[src/rtl/binary_mul_pkg.sv]
// Shared types and helpers for the binary_mul family of multipliers.
package binary_mul_pkg;

    typedef enum logic [1:0] {
        IDLE = 2'd0,
        RUN  = 2'd1,
        DONE = 2'd2
    } mul_state_e;

    function automatic int unsigned cnt_width(input int unsigned w);
        return $clog2(w);
    endfunction

endpackage

[src/rtl/binary_mul_seq.sv]
// Sequential shift-add multiplier: one multiplier bit per enabled cycle, W cycles per product.
// Signed mode multiplies magnitudes and negates the result when the operand signs differ.
module binary_mul_seq
    import binary_mul_pkg::*;
#(
    parameter int unsigned W      = 13,
    parameter bit          SIGNED = 1'b0
) (
    input  logic           clk,
    input  logic           rst,
    input  logic           en,
    input  logic           in_valid,
    output logic           in_ready,
    input  logic [W-1:0]   a,
    input  logic [W-1:0]   b,
    output logic           out_valid,
    input  logic           out_ready,
    output logic [2*W-1:0] p
);

    localparam int unsigned CW = cnt_width(W);

    mul_state_e     state_q, state_d;
    logic [CW-1:0]  cnt_q, cnt_d;
    logic [W-1:0]   mcand_q, mcand_d;
    logic [W-1:0]   hi_q, hi_d;
    logic [W-1:0]   lo_q, lo_d;
    logic           neg_q, neg_d;
    logic [2*W-1:0] p_q, p_d;

    logic [W:0]     addend;
    logic [W:0]     sum;
    logic [2*W-1:0] prod;

    // Magnitude of -2^(W-1) is 2^(W-1), which still fits in W unsigned bits.
    function automatic logic [W-1:0] mag(input logic [W-1:0] x);
        return (SIGNED && x[W-1]) ? -x : x;
    endfunction

    // lo holds the remaining multiplier bits and fills with product bits as it shifts right.
    assign addend = lo_q[0] ? {1'b0, mcand_q} : '0;
    assign sum    = {1'b0, hi_q} + addend;
    assign prod   = {sum[W:1], sum[0], lo_q[W-1:1]};

    always_comb begin
        state_d = state_q;
        cnt_d   = cnt_q;
        mcand_d = mcand_q;
        hi_d    = hi_q;
        lo_d    = lo_q;
        neg_d   = neg_q;
        p_d     = p_q;
        if (en) begin
            unique case (state_q)
                IDLE: begin
                    if (in_valid) begin
                        mcand_d = mag(a);
                        lo_d    = mag(b);
                        hi_d    = '0;
                        cnt_d   = '0;
                        neg_d   = SIGNED ? (a[W-1] ^ b[W-1]) : 1'b0;
                        state_d = RUN;
                    end
                end
                RUN: begin
                    hi_d  = prod[2*W-1:W];
                    lo_d  = prod[W-1:0];
                    cnt_d = cnt_q + CW'(1);
                    if (cnt_q == CW'(W - 1)) begin
                        p_d     = neg_q ? -prod : prod;
                        state_d = DONE;
                    end
                end
                DONE: begin
                    if (out_ready) begin
                        state_d = IDLE;
                    end
                end
                default: state_d = IDLE;
            endcase
        end
    end

    always_ff @(posedge clk or posedge rst) begin
        if (rst) begin
            state_q <= IDLE;
            cnt_q   <= '0;
            mcand_q <= '0;
            hi_q    <= '0;
            lo_q    <= '0;
            neg_q   <= 1'b0;
            p_q     <= '0;
        end else begin
            state_q <= state_d;
            cnt_q   <= cnt_d;
            mcand_q <= mcand_d;
            hi_q    <= hi_d;
            lo_q    <= lo_d;
            neg_q   <= neg_d;
            p_q     <= p_d;
        end
    end

    assign in_ready  = (state_q == IDLE);
    assign out_valid = (state_q == DONE);
    assign p         = p_q;

endmodule
[config.mk]
export PLATFORM = sky130hd
export DESIGN_NAME = binary_mul_seq
export DESIGN_NICKNAME = d
export VERILOG_FILES = /design/src/rtl/binary_mul_pkg.sv /design/src/rtl/binary_mul_seq.sv
export SDC_FILE = /design/constraint.sdc
export NUM_CORES = 1
export LEC_CHECK = 0
export ABC_AREA = 1
export CAP_MARGIN = 20
export CORE_ASPECT_RATIO = 1.75
export CORE_MARGIN = 2
export CORE_UTILIZATION = 55
export DETAILED_ROUTE_END_ITERATION = 6
export PLACE_DENSITY = 0.81
export SLEW_MARGIN = 20
export SYNTH_ARGS = -nofsm -noshare
export SYNTH_HDL_FRONTEND = slang
export SYNTH_SLANG_ARGS = --single-unit
export TNS_END_PERCENT = 20
[constraint.sdc]
create_clock -name clk -period 3.5 [get_ports clk]
set_input_delay 0.7 -clock clk [delete_from_list [all_inputs] [get_ports clk]]
set_output_delay 0.7 -clock clk [all_outputs]
set_load 0.1 [all_outputs]
**After elaboration in Yosys (flattened, before gate mapping)**

Cells that the tools add are included.

- Bits in registers: 71
- Bits in latches: 0
- Bits in writable memories: 0
- Bits in read-only memories: 0
- Bits of input ports: 31
- Output and inout port bits: 28
- Word-level logic and storage cells: 31
- Memories kept: 0

- Add/subtract/negate cells: 2
- $mul: 0
- Divide/modulo/power cells: 0
- Order comparisons: 0
- Equal/unequal tests: 6
- Shifts and indexed selects: 0
- Multiplexer cells: 11
- Bitwise gates (word level): 0
- Reductions and logical operators: 6

Operators by type and width:

| kind | count |
|---|---|
| 13-bit case mux with 2 select lines | 2 |
| 13-bit two-way mux | 3 |
| 13-bit by 13-bit adder with 14-bit output | 1 |
| 3-bit AND reduction | 3 |
| 4-bit case mux with 2 select lines | 1 |
| 2-bit two-way mux | 3 |
| 2-bit case mux with 3 select lines | 1 |
| 4-bit by 1-bit adder with 4-bit output (second input constant) | 1 |
| 4-bit == test (second input constant) | 1 |
| 4-bit two-way mux | 1 |
| 2-bit != test (second input constant) | 2 |
| 4-bit AND reduction | 1 |
| 2-bit by 1-bit == test with 1-bit output (second input constant) | 1 |
| 2-bit == test (second input constant) | 1 |
| 2-bit logical NOT | 1 |
| 2-bit by 1-bit != test with 1-bit output (second input constant) | 1 |
| 2-bit nonzero test | 1 |

**Depth between registers and ports, before layout**

Gate-level depths: netlist of run 1.

- Depth in word-level cells: 3
- Gate-level depth with buffers: 14
- Mapped depth without buffers: 13

**Least setup slack after synthesis of run 1**

No wires, ideal clock.

- Path kind: flip-flop to flip-flop
- From: reg state_q[0]
- To: reg mcand_q[0]
- Setup time: 116 ps
- Arrival: 2482 ps
- Data required time: 3384 ps
- Slack: 901 ps
- Stages on the path, launching flop included: 9
- Path buffers: 2
- Clock period less this slack: 2599 ps
- Path through: dfrtp_1 nor2_1 inv_1 nor2_1 buf_4 inv_2 buf_6 nand2_1 nand2_1

- Longest elaborated chain between the ends: 2

RTL lines:

| item | RTL line | RTL |
|---|---|---|
| start: declaration | binary_mul_seq.sv:23 | `mul_state_e state_q, state_d;` |
| start signal: assignment | binary_mul_seq.sv:94 | `state_q <= state_d;` |
| 2-bit logical NOT | -- |  |
| via in_ready | binary_mul_seq.sv:13 | `output logic in_ready,` |
| 3-bit AND reduction (no line) | -- |  |
| end signal: assignment | binary_mul_seq.sv:96 | `mcand_q <= mcand_d;` |
| end: declaration | binary_mul_seq.sv:25 | `logic [W-1:0] mcand_q, mcand_d;` |

The timed path passes the listed nets, and every way through them passes these cells.
A chain may end at the register's enable or synchronous reset.

**Worst setup path in the final report of run 1**

- From: reg p_q[13] (netlist: p[13])
- To: out p[13]

RTL lines:

| item | RTL line | RTL |
|---|---|---|
| start: declaration | binary_mul_seq.sv:29 | `logic [2*W-1:0] p_q, p_d;` |
| start signal: assignment | binary_mul_seq.sv:100 | `p_q <= p_d;` |
| end: declaration | binary_mul_seq.sv:18 | `output logic [2*W-1:0] p` |

No word-level cell between the ends.

==> out/results.tsv, run 1 <==
stage	metric	value	unit
outcome	status	finished clean	
power	power_frac_seq	35.8	%
placement	portBuffers	58	
logic_synthesis	yosysUniqueCellTypes	30	
setup_path	cp_data_required_time	2800	ps
routing	wire_per_inst	14.0	um
setup_path	cp_cell_sequence	clkdlybuf4s50_1	
cts	cts_tree	built	
cells_and_area	n_antenna_cell	0	
cells_and_area	multiInputGateArea	1610	um^2
cts	cts_buffer_depth	2	
sta	relSlewSlack	34.0	%
cells_and_area	drive_gt1_share	8.56	%
placement	gp_congestion	0.942	
sta	grt_setup_unrepaired	no	
power	switching_share	40.4	%
sta	finalClockSkew	5.28	ps
sta	fmax	391	MHz
setup_path	path_buf_inv	1	
die	initial_core_util	56.9	%
setup_path	worstSetupStartpointType	register	
global_route	antenna_found_initial	0	
sta	setup_viol	0	
sta	finalCritPeriodShare	73.1	%
setup_path	rr_endpoint	hi_q[5]$_DFFE_PP0P_	
routing	routed_via_density	5.24	
cells_and_area	fillers	549	
setup_path	endpoint_kind	output pin	
power	vdd_drop_max	0.630	mV
cts	clk_pin_slew_worst_paths	50	ps
sta	setup_ws	941	ps
cts	cts.hold.buffers_added	0	
sta	worst_pin_slew	987	ps
routing	vias	3183	
cts	clk-insertion-delay-late	340	ps
cells_and_area	seq_area	1780	um^2
hold_path	min_to	mcand_q[0]$_DFFE_PP0P_	
die	io_pins	59	
setup_path	crit_type	register to output pin	
setup_path	worstReg2RegStart	lo_q[0]$_DFFE_PP0P_	
hold_path	hold_start	mcand_q[0]$_DFFE_PP0P_	
run	maxCapViolations	0	
routing	antenna_left	0	
routing	first_pass_iters	5	
setup_path	r2r_slack	1170	ps
logic_synthesis	yosysTopAreaCellShare	47.4	%
die	std_cell_rows	39	
die	die_y	113	um
placement	pre_cts_slack	863	ps
logic_synthesis	syn_nets	511	
power	power.internal	2.04	mW
die	die_x	66.4	um
cts	clock-sinks	71	
global_route	grt_pass1_vias	3186	
logic_synthesis	seq_area_frac_synth	47.4	%
cells_and_area	areaGrowthSynthToFinish	23.7	%
sta	min_period	2560	ps
placement	dp_hpwl	6290	um
setup_path	crit_start	p[13]$_DFFE_PP0P_	
routing	drcViolationCount	0	
routing	drt_iter0_markers	206	
power	power.net_switching	1.38	mW
global_route	grt_pass1_wl	14100	um
logic_synthesis	syn_area	3750	um^2
power	p_leak	2.52	nW
global_route	grt_overflow	0	
logic_synthesis	avgSynthCellArea	8.08	um^2
hold_path	hold_depth	2	
die	dieArea	7520	um^2
hold_path	hold_path_class	register to register	
logic_synthesis	yosys-top-cells-area	dfrtp_1 (47%), nand2_1 (18%), inv_1 (6.3%)	
setup_path	crit_path_max_fanout	2	
global_route	grt_usage	24.9	%
cts	htree_levels	3	
cts	cts_buffers	9	
power	combPwrFrac	37.5	%
power	pwr_density_cell	737	nW/um^2
sta	maxSlewViolCount	0	
cells_and_area	fin_nets	569	
global_route	grt_max_degree	72	
sta	hold_viol	0	
logic_synthesis	ys_ff_latch	71	
routing	drt-total-wl	8540	um
setup_path	cpLargestDelayFamily	buffers and inverters	
logic_synthesis	synth_area_leader_cell	dfrtp_1	
sta	timing.setup.tns	0	ps
setup_path	slowest_delay	1150	ps
setup_path	cp.arrival	1860	ps
die	coreArea	6590	um^2
power	clock_power_share	26.7	%
setup_path	rr_worst_depth	11	
logic_synthesis	yosys_warnings	0	
logic_synthesis	syn_inst	464	
cts	cts_resized	0	
cts	ctsRootBufferMaster	clkbuf_16	
setup_path	slowest_stage	clkdlybuf4s50_1	
cts	post_cts_buffers	0	
sequential cells by signal, summed over array words and instances, names as in the netlist:
name	cells
mcand_q	13
lo_q	13
cnt_q	4
hi_q	13
p	26
state_q	2
cell usage in the layout (no fill, tap or decap):
master	Yosys	final
o21ai_1	1	1
or2_2	2	2
clkinvlp_4	0	1
inv_2	2	3
clkbuf_1	2	1
o21ai_2	15	15
a211oi_1	1	1
clkbuf_8	0	2
xnor2_1	3	3
bufinv_16	0	1
inv_4	2	2
fa_1	1	1
dfrtp_1	71	71
inv_1	63	62
nor2_8	2	2
o211ai_1	1	1
xor2_1	4	4
nand4_1	4	4
nand2_2	1	1
nor2_2	1	2
ha_1	15	15
a21oi_1	5	5
clkbuf_16	0	9
nand3_1	26	26
a22oi_1	12	12
clkinv_2	0	1
nor2_1	14	13
o21ai_0	23	23
nor3_1	2	2
buf_4	3	4
and2_1	1	1
nand2_1	179	179
clkdlybuf4s50_1	0	56
how the worst max path moves through the flow:
| stage | to | slack, ps | cells after the start |
|---|---|---|---|
| 3_3_place_gp | lo_q[12]$_DFFE_PP0P_ | 930 | 7 |
| 5_1_grt | p[13] | 920 | 1 |
| 2_1_floorplan | mcand_q[0]$_DFFE_PP0P_ | 900 | 8 |
| 6_report | p[13] | 940 | 1 |
| 4_1_cts | p[25] | 940 | 1 |
| 3_5_place_dp | lo_q[12]$_DFFE_PP0P_ | 860 | 7 |
layout make-up:
type	count	share of cell area (%)
tap	82	2.21
clock inverter	3	0.917
inverter	67	5.53
sequential	71	38.3
timing repair buffer	60	12.7
multi-input combinational	313	34.8
clock buffer	12	5.53
power groups by stage:
stage               logic, mW  clock network, mW  registers, mW
floorplan               0.815                  0           1.36
CTS                      1.29              0.924           1.22
global route             1.43              0.952           1.26
global placement         1.25                  0           1.22
finish                   1.28              0.914           1.22
detailed placement       1.28                  0           1.23
worst register-to-register path, stage by stage (launching register included):
cell and delay (ps):
dfrtp_1 520, nand2_1 110, inv_1 40, ha_1 220, fa_1 440, nand3_1 110
nand3_1 180, nand2_1 110, nand2_1 70, or2_2 290, nand3_1 70, nand2_1 60
metal layers:
| layer | track usage (%) | part of all wire (%) | vias to the layer above |
|---|---|---|---|
| met5 | 0 | 0 | - |
| met4 | 12.7 | 2.4 | 0 |
| met3 | 5.17 | 3.9 | 19 |
| met2 | 43.3 | 55 | 92 |
| met1 | 28.0 | 39 | 1508 |
| li1 | - | - | 1564 |
cell usage after synthesis, drive strengths merged:
master and count:
nand2 180, dfrtp 71, inv 67, o21ai 39
nand3 26, nor2 17, ha 15, a22oi 12
buf 11, a21oi 5, nand4 4, xor2 4
xnor2 3, clkbuf 2, nor3 2, or2 2
a211oi 1, and2 1, fa 1, o211ai 1
cell families (layout without fill, tap and decap cells):
family,after synthesis,in the layout,share of synthesized area [%]
DFF,71,71,47.4
adders and majority gates,16,16,5.54
AOI/OAI and AO/OA,58,58,10.2
buffers and inverters,80,142,9.67
xor gates and xnor gates,7,7,1.63
and+or+nand+nor,232,232,25.6
metrics by stage:
| step | total power, mW | hold slack, ps | utilization, % | std cells | instance area [um^2] |
|---|---|---|---|---|---|
| floorplan | 2.18 | 442 | - | 464 | 3750 |
| global placement | 2.48 | 455 | 65.9 | 593 | 4340 |
| detailed placement | 2.51 | 459 | 65.9 | 593 | 4340 |
| CTS | 3.44 | 472 | 70.4 | 608 | 4640 |
| global route | 3.63 | 493 | 70.4 | 608 | 4640 |
| finish | 3.42 | 472 | 70.4 | 608 | 4640 |
Power figures use the tool's default switching activity.
==> inputs of run 2 (changes only) <==
--- a/config.mk
+++ b/config.mk
@@ -9,9 +9,9 @@
 export CAP_MARGIN = 20
 export CORE_ASPECT_RATIO = 1.75
 export CORE_MARGIN = 2
-export CORE_UTILIZATION = 55
+export CORE_UTILIZATION = 49
 export DETAILED_ROUTE_END_ITERATION = 6
-export PLACE_DENSITY = 0.81
+export PLACE_DENSITY = 0.77
 export SLEW_MARGIN = 20
 export SYNTH_ARGS = -nofsm -noshare
 export SYNTH_HDL_FRONTEND = slang
==> constraint.sdc (replaced) <==
create_clock -name clk -period 2.27 [get_ports clk]
set_input_delay 0.454 -clock clk [delete_from_list [all_inputs] [get_ports clk]]
set_output_delay 0.454 -clock clk [all_outputs]
set_load 0.1 [all_outputs]
==> run 2 against run 1 <==
Worst setup slack worse by 720 ps. Total power is 54% higher. Die area is 12% higher. Utilization is 8.6 points lower. Final cell count is 1.8% higher. Flip-flop and latch count stayed put. Cell area is 0.16% higher. Largest power group unchanged.
==> out/results.tsv, run 2 (same netlist as run 1, synthesis figures left out) <==
stage	metric	value	unit
outcome	status	finished clean	
setup_path	worstSetupStartpointType	register	
cells_and_area	largest_reg_flops	26	
routing	first_pass_iters	4	
cts	cts.hold.buffers_added	0	
cts	cts_tree	built	
sta	finalClockSkew	3.86	ps
sta	hold_viol	0	
hold_path	hold_path_class	register to register	
die	initial_core_util	49.9	%
run	maxCapViolations	0	
global_route	grt_usage	22.5	%
die	coreArea	7510	um^2
cts	ctsRootBufferMaster	clkbuf_16	
power	vdd_drop_max	0.910	mV
global_route	grt_max_degree	45	
cells_and_area	layout_commonest_cell	nand2_1	
sta	fmax	489	MHz
routing	antenna_left	0	
setup_path	cpMostUsedCell	nand2_1	
sta	grt_setup_unrepaired	no	
power	pwr_density_cell	1140	nW/um^2
routing	drcViolationCount	0	
placement	portBuffers	58	
placement	gp_congestion	0.907	
global_route	antenna_found_initial	0	
power	p_leak	2.59	nW
setup_path	crit_type	register to register	
global_route	grt_pass1_wl	14900	um
die	std_cell_rows	42	
die	dieArea	8400	um^2
setup_path	slowest_delay	420	ps
routing	drt-total-wl	8580	um
routing	drt_iter0_markers	195	
global_route	grt_pass1_vias	3280	
routing	routed_via_density	5.18	
sta	setup_viol	0	
die	die_y	120	um
cells_and_area	n_antenna_cell	0	
cts	cts_buffers	9	
cells_and_area	areaGrowthSynthToFinish	23.9	%
cells_and_area	final_cell_mix	nand2_1 (179), dfrtp_1 (71), inv_1 (62)	
power	finalPower	5.28	mW
sta	timing.setup.tns	0	ps
die	io_pins	59	
setup_path	slowest_stage	dfrtp_1	
routing	vias	3209	
sta	relSlewSlack	52.2	%
setup_path	cp_data_required_time	2540	ps
cells_and_area	drive_gt1_share	15.1	%
sta	finalCritPeriodShare	90.1	%
setup_path	cp.arrival	2320	ps
setup_path	cpLargestDelayFamily	simple AND/OR/NAND/NOR gates	
cells_and_area	fin_nets	573	
routing	wire_per_inst	13.9	um
sta	min_period	2050	ps
setup_path	endpoint_kind	register	
setup_path	path_buf_inv	2	
sta	worst_pin_slew	717	ps
cts	cts_buffer_depth	2	
cts	htree_levels	3	
cts	clk_pin_slew_worst_paths	60	ps
sta	maxSlewViolCount	0	
cts	clock-sinks	71	
die	die_x	70.1	um
setup_path	cp_cell_sequence	buf_4, nand2_1, inv_1, ha_1, nand2_1, nor2_1, nand2_1, nand2_1, xor2_1, nand2_1, nand2_1	
setup_path	crit_path_max_fanout	9	
placement	dp_hpwl	6510	um
cts	clk-insertion-delay-late	330	ps
global_route	grt_overflow	0	
-- run 2: cell types whose count changed in the layout (fill, tap and decap cells not counted), sizes merged --
cell | before | now
clkinv | 1 | 3
clkinvlp | 1 | 2
clkdlybuf4s50 | 56 | 30
clkbuf | 12 | 10
buf | 4 | 34
-- run 2: path summary, 6_finish.rpt --
path,start,end,slack [ps],cells after the start
max in group asynchronous,rst,p[15]$_DFFE_PP0P_,1260,3
max,lo_q[0]$_DFFE_PP0P_,hi_q[6]$_DFFE_PP0P_,220,11
min in group asynchronous,rst,hi_q[7]$_DFFE_PP0P_,480,2
min,mcand_q[1]$_DFFE_PP0P_,mcand_q[1]$_DFFE_PP0P_,470,2
max reg2reg,lo_q[0]$_DFFE_PP0P_,hi_q[6]$_DFFE_PP0P_,220,11
min reg2reg,mcand_q[1]$_DFFE_PP0P_,mcand_q[1]$_DFFE_PP0P_,470,2
-- run 2: final cells by class --
cell class | count | area, um^2
fillers | 694 | 2870
flip-flops and latches | 71 | 1780
multi-input cells | 313 | 1620
repair buffers | 64 | 581
inverters | 67 | 256
clock buffers | 10 | 239
well taps | 88 | 110
clock inverters | 6 | 60.1
-- run 2: what timing repair did --
action | in CTS | in global routing
setup buffers | 0 | 0
gates resized for setup | 0 | 2
setup endpoints to repair | 0 | 4
-- run 2: per-stage QoR --
stage	hold slack (ps)	instances	utilization, %	cell area [um^2]	worst slack (ps)
floorplan	442	464	-	3750	19.4
global placement	458	603	57.8	4340	-42.7
detailed placement	460	603	57.8	4340	-75.4
CTS	473	619	61.7	4640	81.4
global route	493	619	61.8	4650	52.5
finish	468	619	61.8	4650	225
-- run 2: worst min-delay path: stages (launching register included) --
cell,delay [ps]
dfrtp_1,340
nand2_1,50
nand2_1,40
-- run 2: metal layers --
| layer | wire (um) | up-vias | global-route usage (%) |
|---|---|---|---|
| met5 | 0 | - | 0 |
| met4 | 274 | 0 | 9.86 |
| met3 | 277 | 23 | 4.37 |
| met2 | 4680 | 77 | 40.8 |
| met1 | 3350 | 1528 | 25.2 |
| li1 | - | 1581 | - |
-- run 2: where the power goes --
group | internal (mW) | switching [mW]
clock | 0.873 | 0.533
combinational | 0.619 | 1.39
sequential | 1.63 | 0.236
total | 3.12 | 2.16
==> inputs of run 3 (changes only) <==
--- a/config.mk
+++ b/config.mk
@@ -8,7 +8,6 @@
 export ABC_AREA = 1
 export CAP_MARGIN = 20
 export CORE_ASPECT_RATIO = 1.75
-export CORE_MARGIN = 2
 export CORE_UTILIZATION = 49
 export DETAILED_ROUTE_END_ITERATION = 6
 export PLACE_DENSITY = 0.77
==> run 3 against run 2 <==
First-iteration DRC count shrank 36%. Final cell count down 0.32%. Sequential power hardly changed. Worst setup slack got worse by 29 ps. Cell area fell by 1.2%. Clock skew increased by 2.7 ps. Non-clock buffer count up 1. Flip-flop and latch count unchanged. Fmax down 1.4%. Combinational power hardly changed. Critical endpoint is now hi_q[5]$_DFFE_PP0P_.
==> out/results.tsv, run 3 (same netlist as run 1, synthesis figures left out) <==
stage	metric	value	unit
cts	clk-insertion-delay-late	330	ps
setup_path	worstReg2RegStart	lo_q[0]$_DFFE_PP0P_	
setup_path	crit_path_max_fanout	4	
routing	routed_via_density	5.11	
hold_path	hold_depth	2	
routing	drt_iter0_markers	125	
sta	min_period	2070	ps
routing	vias	3154	
setup_path	endpoint_kind	register	
die	std_cell_rows	41	
hold_path	hold_path_class	register to register	
cells_and_area	fin_nets	574	
die	die_y	118	um
sta	grt_setup_unrepaired	no	
global_route	grt_max_degree	72	
routing	antenna_left	0	
setup_path	rr_worst_depth	11	
routing	first_pass_iters	4	
hold_path	min_to	mcand_q[1]$_DFFE_PP0P_	
cts	cts_tree	built	
sta	finalClockSkew	6.60	ps
global_route	grt_overflow	0	
sta	worst_pin_slew	505	ps
sta	maxSlewViolCount	0	
cts	cts_buffer_depth	2	
sta	relSlewSlack	66.3	%
die	dieArea	8020	um^2
routing	wire_per_inst	14.1	um
setup_path	r2r_slack	200	ps
cts	cts_resized	0	
routing	drt-total-wl	8680	um
cells_and_area	n_antenna_cell	0	
setup_path	rr_endpoint	hi_q[5]$_DFFE_PP0P_	
die	die_x	68.1	um
sta	hold_viol	0	
run	maxCapViolations	0	
cts	clk_pin_slew_worst_paths	60	ps
cts	ctsRootBufferMaster	clkbuf_16	
placement	dp_hpwl	6460	um
placement	gp_congestion	0.964	
die	initial_core_util	51.5	%
power	p_leak	2.57	nW
die	coreArea	7280	um^2
cells_and_area	fillers	650	
cts	cts_buffers	9	
cells_and_area	areaGrowthSynthToFinish	22.4	%
cells_and_area	drive_gt1_share	13.9	%
cells_and_area	largest_reg_flops	26	
global_route	grt_pass1_wl	14400	um
setup_path	worstSetupStartpointType	register	
sta	finalCritPeriodShare	91.4	%
cts	post_cts_buffers	0	
power	vdd_drop_max	0.689	mV
cts	htree_levels	3	
global_route	antenna_found_initial	0	
setup_path	crit_type	register to register	
power	finalPower	5.12	mW
routing	drcViolationCount	0	
cells_and_area	final_cell_mix	nand2_1 (179), dfrtp_1 (71), inv_1 (62)	
sta	timing.setup.tns	0	ps
placement	portBuffers	58	
power	pwr_density_cell	1120	nW/um^2
setup_path	cp_data_required_time	2490	ps
outcome	status	finished clean	
global_route	grt_usage	24.3	%
sta	fmax	482	MHz
global_route	grt_pass1_vias	3133	
setup_path	cp.arrival	2300	ps
cells_and_area	final_core_util	63.0	%
cells_and_area	layout_commonest_cell	nand2_1	
cts	clock-sinks	71	
die	io_pins	59	
sta	setup_viol	0	
cts	cts.hold.buffers_added	0	
hold_path	hold_start	mcand_q[1]$_DFFE_PP0P_	
[run 3: metrics by stage]
step | instance area, um^2 | setup WS, ps | cells | hold WS, ps
finish | 4590 | 196 | 617 | 468
global placement | 4330 | 174 | 602 | 458
global route | 4590 | 40.0 | 617 | 490
floorplan | 3750 | 19.4 | 464 | 442
CTS | 4590 | 193 | 617 | 474
detailed placement | 4330 | 199 | 602 | 460
[run 3: power by group]
group	switching [mW]	leakage, nW	total, mW	internal [mW]
clock	0.480	0.127	1.24	0.762
combinational	1.39	1.54	2.02	0.628
sequential	0.226	0.902	1.86	1.63
total	2.10	2.57	5.12	3.02
[run 3: final cells by class]
cell class | instances | area (um^2) | share of cell area [%]
flip-flops and latches | 71 | 1780 | 38.7
repair buffers | 65 | 576 | 12.5
clock buffers | 14 | 254 | 5.53
clock inverters | 1 | 5.00 | 0.109
inverters | 67 | 256 | 5.59
well taps | 86 | 108 | 2.34
multi-input cells | 313 | 1620 | 35.2
[run 3: how the worst max path moves through the flow]
| stage | start | to | slack (ps) | cells after the start |
|---|---|---|---|---|
| after CTS | lo_q[0]$_DFFE_PP0P_ | hi_q[5]$_DFFE_PP0P_ | 190 | 11 |
| final | lo_q[0]$_DFFE_PP0P_ | hi_q[5]$_DFFE_PP0P_ | 200 | 11 |
| after global routing | lo_q[0]$_DFFE_PP0P_ | hi_q[6]$_DFFE_PP0P_ | 40 | 11 |
| after floorplan | rst | cnt_q[0]$_DFFE_PP0P_ | 20 | 1 |
| after global placement | lo_q[0]$_DFFE_PP0P_ | p[22]$_DFFE_PP0P_ | 170 | 11 |
| after detailed placement | lo_q[0]$_DFFE_PP0P_ | hi_q[5]$_DFFE_PP0P_ | 200 | 11 |
[run 3: worst max-delay path, cell delays in order (launching register included)]
cell,delay (ps)
dfrtp_1,380
nand2_1,60
inv_1,40
ha_1,210
fa_1,440
nand3_1,110
nand3_1,160
nand2_1,100
nand2_1,60
or2_2,280
nand3_1,70
nand2_1,50
[run 3: per-layer routing]
metal / global-route usage, % / up-vias / wire length (um)
met3: 4.17 / 21 / 274
met4: 13.7 / 0 / 328
met5: 0 / - / 0
met2: 41.7 / 72 / 4740
met1: 26.9 / 1485 / 3330
li1: - / 1576 / -
